File: src/rtl/rr_arb_mux2_pkg.sv
// Shared constants and types for the round-robin 2:1 stream mux.
// Optional grant statistics are enabled by defining RR_ARB_MUX2_STATS_EN.
// Encodings here are shared by the arbiter core and the top level.
package rr_arb_mux2_pkg;

  // Default word width of each input stream and of the output word
  localparam int DATA_W_DEF = 8;

  // Width of the optional per-source grant counters
  localparam int STATS_W = 16;

  // Priority state: which source wins when both request
  typedef enum logic {
    PRI0 = 1'b0,
    PRI1 = 1'b1
  } pri_t;

endpackage

File: src/rtl/rr_arb2.sv
// Two-requester round-robin arbiter: priority register plus combinational grant.
// Latency: grant is combinational from req and the current priority state.
// Backpressure: priority moves only when advance is asserted with a grant present.
module rr_arb2
  import rr_arb_mux2_pkg::*;
(
  input  logic       clk,
  input  logic       rst_n,
  input  logic [1:0] req,
  input  logic       advance,
  output logic [1:0] gnt
);

  pri_t pri_q;
  pri_t pri_d;

  // Priority state register, synchronous active-low reset to PRI0
  always_ff @(posedge clk) begin
    if (!rst_n) begin
      pri_q <= PRI0;
    end else begin
      pri_q <= pri_d;
    end
  end

  // Next priority: hand preference to the source that did not just win
  always_comb begin
    pri_d = pri_q;
    if (advance && gnt[0]) begin
      pri_d = PRI1;
    end else if (advance && gnt[1]) begin
      pri_d = PRI0;
    end
  end

  // Grant: preferred source first, the other only if the preferred one is idle
  always_comb begin
    gnt = 2'b00;
    case (pri_q)
      PRI0: begin
        if (req[0]) begin
          gnt = 2'b01;
        end else if (req[1]) begin
          gnt = 2'b10;
        end
      end
      PRI1: begin
        if (req[1]) begin
          gnt = 2'b10;
        end else if (req[0]) begin
          gnt = 2'b01;
        end
      end
      default: gnt = 2'b00;
    endcase
  end

endmodule

File: src/rtl/rr_arb_mux2.sv
// Round-robin arbitrated 2:1 stream mux with a one-entry registered output buffer.
// Latency: 1 cycle from input handshake to out_valid; 1 word/cycle sustained.
// Backpressure: inputs are accepted only when the buffer is empty or being drained.
// Optional grant counters gnt_cnt0/gnt_cnt1 exist when RR_ARB_MUX2_STATS_EN is defined.
module rr_arb_mux2
  import rr_arb_mux2_pkg::*;
#(
  parameter int DATA_W = DATA_W_DEF
) (
  input  logic              clk,
  input  logic              rst_n,
  input  logic              in0_valid,
  input  logic [DATA_W-1:0] in0_data,
  output logic              in0_ready,
  input  logic              in1_valid,
  input  logic [DATA_W-1:0] in1_data,
  output logic              in1_ready,
  output logic              out_valid,
  output logic [DATA_W-1:0] out_data,
  output logic              out_sel,
  input  logic              out_ready
`ifdef RR_ARB_MUX2_STATS_EN
  ,
  output logic [STATS_W-1:0] gnt_cnt0,
  output logic [STATS_W-1:0] gnt_cnt1
`endif
);

  logic [1:0]        gnt;
  logic              load;
  logic              xfer;
  logic [DATA_W-1:0] sel_data;

  rr_arb2 u_arb (
    .clk     (clk),
    .rst_n   (rst_n),
    .req     ({in1_valid, in0_valid}),
    .advance (xfer),
    .gnt     (gnt)
  );

  // Load when the buffer is empty or its word leaves this cycle; a transfer needs a grant too
  always_comb begin
    load      = !out_valid || out_ready;
    xfer      = load && (gnt != 2'b00);
    // No handshake may complete while reset is being applied
    in0_ready = rst_n && load && gnt[0];
    in1_ready = rst_n && load && gnt[1];
    sel_data  = gnt[1] ? in1_data : in0_data;
  end

  // One-entry output buffer; holds while stalled, empties on an ungranted load cycle
  always_ff @(posedge clk) begin
    if (!rst_n) begin
      out_valid <= 1'b0;
      out_data  <= '0;
      out_sel   <= 1'b0;
    end else if (load) begin
      out_valid <= xfer;
      if (xfer) begin
        out_data <= sel_data;
        out_sel  <= gnt[1];
      end
    end
  end

`ifdef RR_ARB_MUX2_STATS_EN
  // Per-source accepted-transfer counters, free-running with natural wrap
  always_ff @(posedge clk) begin
    if (!rst_n) begin
      gnt_cnt0 <= '0;
      gnt_cnt1 <= '0;
    end else begin
      if (xfer && gnt[0]) begin
        gnt_cnt0 <= gnt_cnt0 + 1'b1;
      end
      if (xfer && gnt[1]) begin
        gnt_cnt1 <= gnt_cnt1 + 1'b1;
      end
    end
  end
`endif

endmodule

File: config.mk
export PLATFORM = sky130hd
export DESIGN_NAME = rr_arb_mux2
export DESIGN_NICKNAME = d
export VERILOG_FILES = /design/src/rtl/rr_arb_mux2_pkg.sv /design/src/rtl/rr_arb2.sv /design/src/rtl/rr_arb_mux2.sv
export SDC_FILE = /design/constraint.sdc
export NUM_CORES = 1
export LEC_CHECK = 0
export CAP_MARGIN = 10
export CORE_MARGIN = 10
export CORE_UTILIZATION = 35
export DETAILED_ROUTE_END_ITERATION = 12
export GPL_TIMING_DRIVEN = 0
export PLACE_DENSITY = 0.76
export SLEW_MARGIN = 20
export SYNTH_ARGS = -nofsm -noshare
export SYNTH_HDL_FRONTEND = slang
export SYNTH_HIERARCHICAL = 1
export SYNTH_SLANG_ARGS = --single-unit
File: constraint.sdc
create_clock -name clk -period 2 [get_ports clk]
set_clock_uncertainty 0.05 [all_clocks]
set_input_delay 0.2 -clock clk [delete_from_list [all_inputs] [get_ports clk]]
set_output_delay 0.2 -clock clk [all_outputs]
set_load 0.02 [all_outputs]
==> results of run 1 <==
## synthesized netlist by cell type, drive strengths merged
library cell | n | area (sq um)
a31o | 1 | 8.760
o21bai | 1 | 7.510
and4b | 1 | 10.01
buf | 3 | 27.52
clkbuf | 2 | 7.510
dfxtp | 11 | 220.2
nor2 | 1 | 3.750
inv | 1 | 3.750
o211a | 8 | 80.08
nand3 | 8 | 40.04
a21boi | 3 | 22.52
nand2b | 1 | 6.260
nand2 | 2 | 7.510
and3 | 2 | 12.51
or2 | 1 | 6.260
and2 | 1 | 8.760
mux2i | 8 | 80.08
## sequential cells by signal (all words and copies together) (netlist names)
register,count
out_sel,1
out_data,8
out_valid,1
u_arb/pri_q,1
## path summary, 6_finish.rpt
kind                             from                        to  slack, ns
min reg2reg      out_sel$_SDFFE_PN0P_      out_sel$_SDFFE_PN0P_       0.41
max                         in1_valid                 in1_ready       0.08
min              out_sel$_SDFFE_PN0P_      out_sel$_SDFFE_PN0P_       0.41
max reg2reg  u_arb/pri_q$_SDFFE_PN0P_  u_arb/pri_q$_SDFFE_PN0P_       0.32
## repair_timing
action | CTS | global route
cloned | 0 | 0
setup endpoints to repair | 2 | 1
resized for setup | 4 | 0
buffers inserted | 0 | 3
## routing by layer
| layer | up-vias | track usage | share of wire |
|---|---|---|---|
| li1 | 281 | - | - |
| met1 | 246 | 0.08884 | 0.37 |
| met2 | 20 | 0.1515 | 0.47 |
| met3 | 6 | 0.07203 | 0.13 |
| met4 | 0 | 0.06731 | 0.025 |
| met5 | - | 0 | 0 |
## stage by stage
step                      worst slack [ns]  area [sq um]  total power, mW
after floorplan                     0.4585         553.0           0.3682
after global placement             -0.3103         893.4           0.4687
after detailed placement           -0.2978         893.4           0.4718
after CTS                          0.05286         920.9           0.6302
after global routing              0.007928         943.4           0.6655
final                              0.08448         943.4           0.6293
## kinds of logic after synthesis
family / count (synthesis) / share of synthesized area
DFF: 11 / 0.3982
buffers and inverters: 6 / 0.07012
and+or+nand+nor: 17 / 0.1720
muxes: 8 / 0.1448
AOI/OAI and AO/OA: 13 / 0.2149
## layout make-up
| class | count | area, sq um | share of cell area |
|---|---|---|---|
| sequential | 11 | 220.2 | 0.2334 |
| clock buffer | 4 | 26.28 | 0.02785 |
| buffer | 5 | 38.79 | 0.04111 |
| multi-input combinational | 38 | 294.0 | 0.3117 |
| tap | 16 | 20.02 | 0.02122 |
| timing repair buffer | 35 | 340.3 | 0.3607 |
| inverter | 1 | 3.754 | 0.003979 |
## critical path: stages
cell	delay, ns
clkdlybuf4s50_1	0.50
a21boi_0	0.28
buf_4	0.18
and3_1	0.16
dlygate4sd2_1	0.34
## where the power goes
group / internal (mW) / total (mW) / leakage, nW / switching [mW]
combinational: 0.125 / 0.218 / 0.349 / 0.0929
sequential: 0.243 / 0.255 / 0.0915 / 0.0124
clock: 0.0775 / 0.157 / 0.0150 / 0.0790
==> impl_results.md, run 1 <==
- Status: finished clean
- Post-route ant nets: 0
- Worst Hold Class: reg -> reg
- Max-cap viol count: 0
- Final GP Congestion: 0.7522
- Critical setup path kind: in -> out
- Clock Latency Late Sink: approximately 0.28 ns
- Critical Path Source Type: primary input
- Die width: 59.75 um
- Hold Buf Count CTS: 0
- Seq cells post-synth: 11
- Fmax: between 0.5 and 0.6 GHz
- Initial Utilization: 0.3671
- Worst Tran Pin Value: between 0.4 and 0.5 ns
- Vias in the first global route: 580
- Setup TNS: 0 ns
- First-pass GRT wire length: 2622 um
- Avg Cell Area, Syn: 10.06 sq um
- # H-tree levels: 1
- Worst Hold Depth: 2
- Die outline height: roughly 60 um
- P_leak: 0.4553 nW
- WP data arrival: 1.67 ns
- Setup violations, final: 0
- Hold WS: 0.4121 ns
- Maximum fanout along the worst path: 4
- Drt wl/cell: 15.58 um
- # DRC: 0
- Fin. max-slew vios: 0
- Post-Route WL: between 1500 and 2000 um
- Utilization after layout: 0.6262
- Commonest non-fill, non-tap cell in the layout: clkdlybuf4s50_1
- Hold Vio Cnt, Final: 0
- Seq/Total Area, Yosys: 0.3982
- YS warnings: 6
- Clock sink total: 11
- Pin count of the biggest net entering global routing: 12
- Placed Cells: about 100
- PwrDens: 667.1 nW/um^2
- Share of layout cells above drive strength 1: 0.1170
- Grt ovf: 0
- Full die area: around 3600 sq um
- Std-Cell Core Area: 1506 sq um
- Non-Filler Instances: 110
- Syn Nets: 76
- Root Driver: clkbuf_4
- RSZ-0062 raised after global routing: false
- Post-DP HPWL: 1237 um
- Commonest cells after routing, fill and taps aside: clkdlybuf4s50_1, dfxtp_1, mux2i_1, nand3_1, o211a_1
- Post-route minimum period: 1.916 ns
- Num CTS Buffers: 3
- Crit end category: primary output
- Maximum vdd drop: between 0.0004 and 0.0005 V
- CTS Buffer Depth: 2
- Top Ports: 33
- 1st-pass router iterations: 4
- CTS tree: done
- CP required: approximately 1.8 ns
- Nets@finish: 116
- Iteration-0 DRC Markers: 4
- Number of diodes: 0
- Clk slew on worst S/H paths: 0.07 ns
- Reg2Reg Depth: 8
- PortBufs: 32
- Fillers: 135
- Initial antenna violation count: 0
- Area growth, synth to finish: 70.59%
- Via count: between 500 and 600
- Cell row count: 14
- Final Cycle Share: 0.9578
- Synth cell types: 19
- DR vias/cell: about 5
- Cells after synthesis: 55
- Slew margin rel.: 0.7198
- Tot GR Track Use: 0.09831
- Cell Area, Synth: 553.0 sq um
Power figures use the tool's default switching activity.
==> run 2, diff against run 1 <==
TNS_END_PERCENT = 5   (was unset)
==> results of run 2 <==
The final DEF is identical to that of run 1; final timing and power are the same.
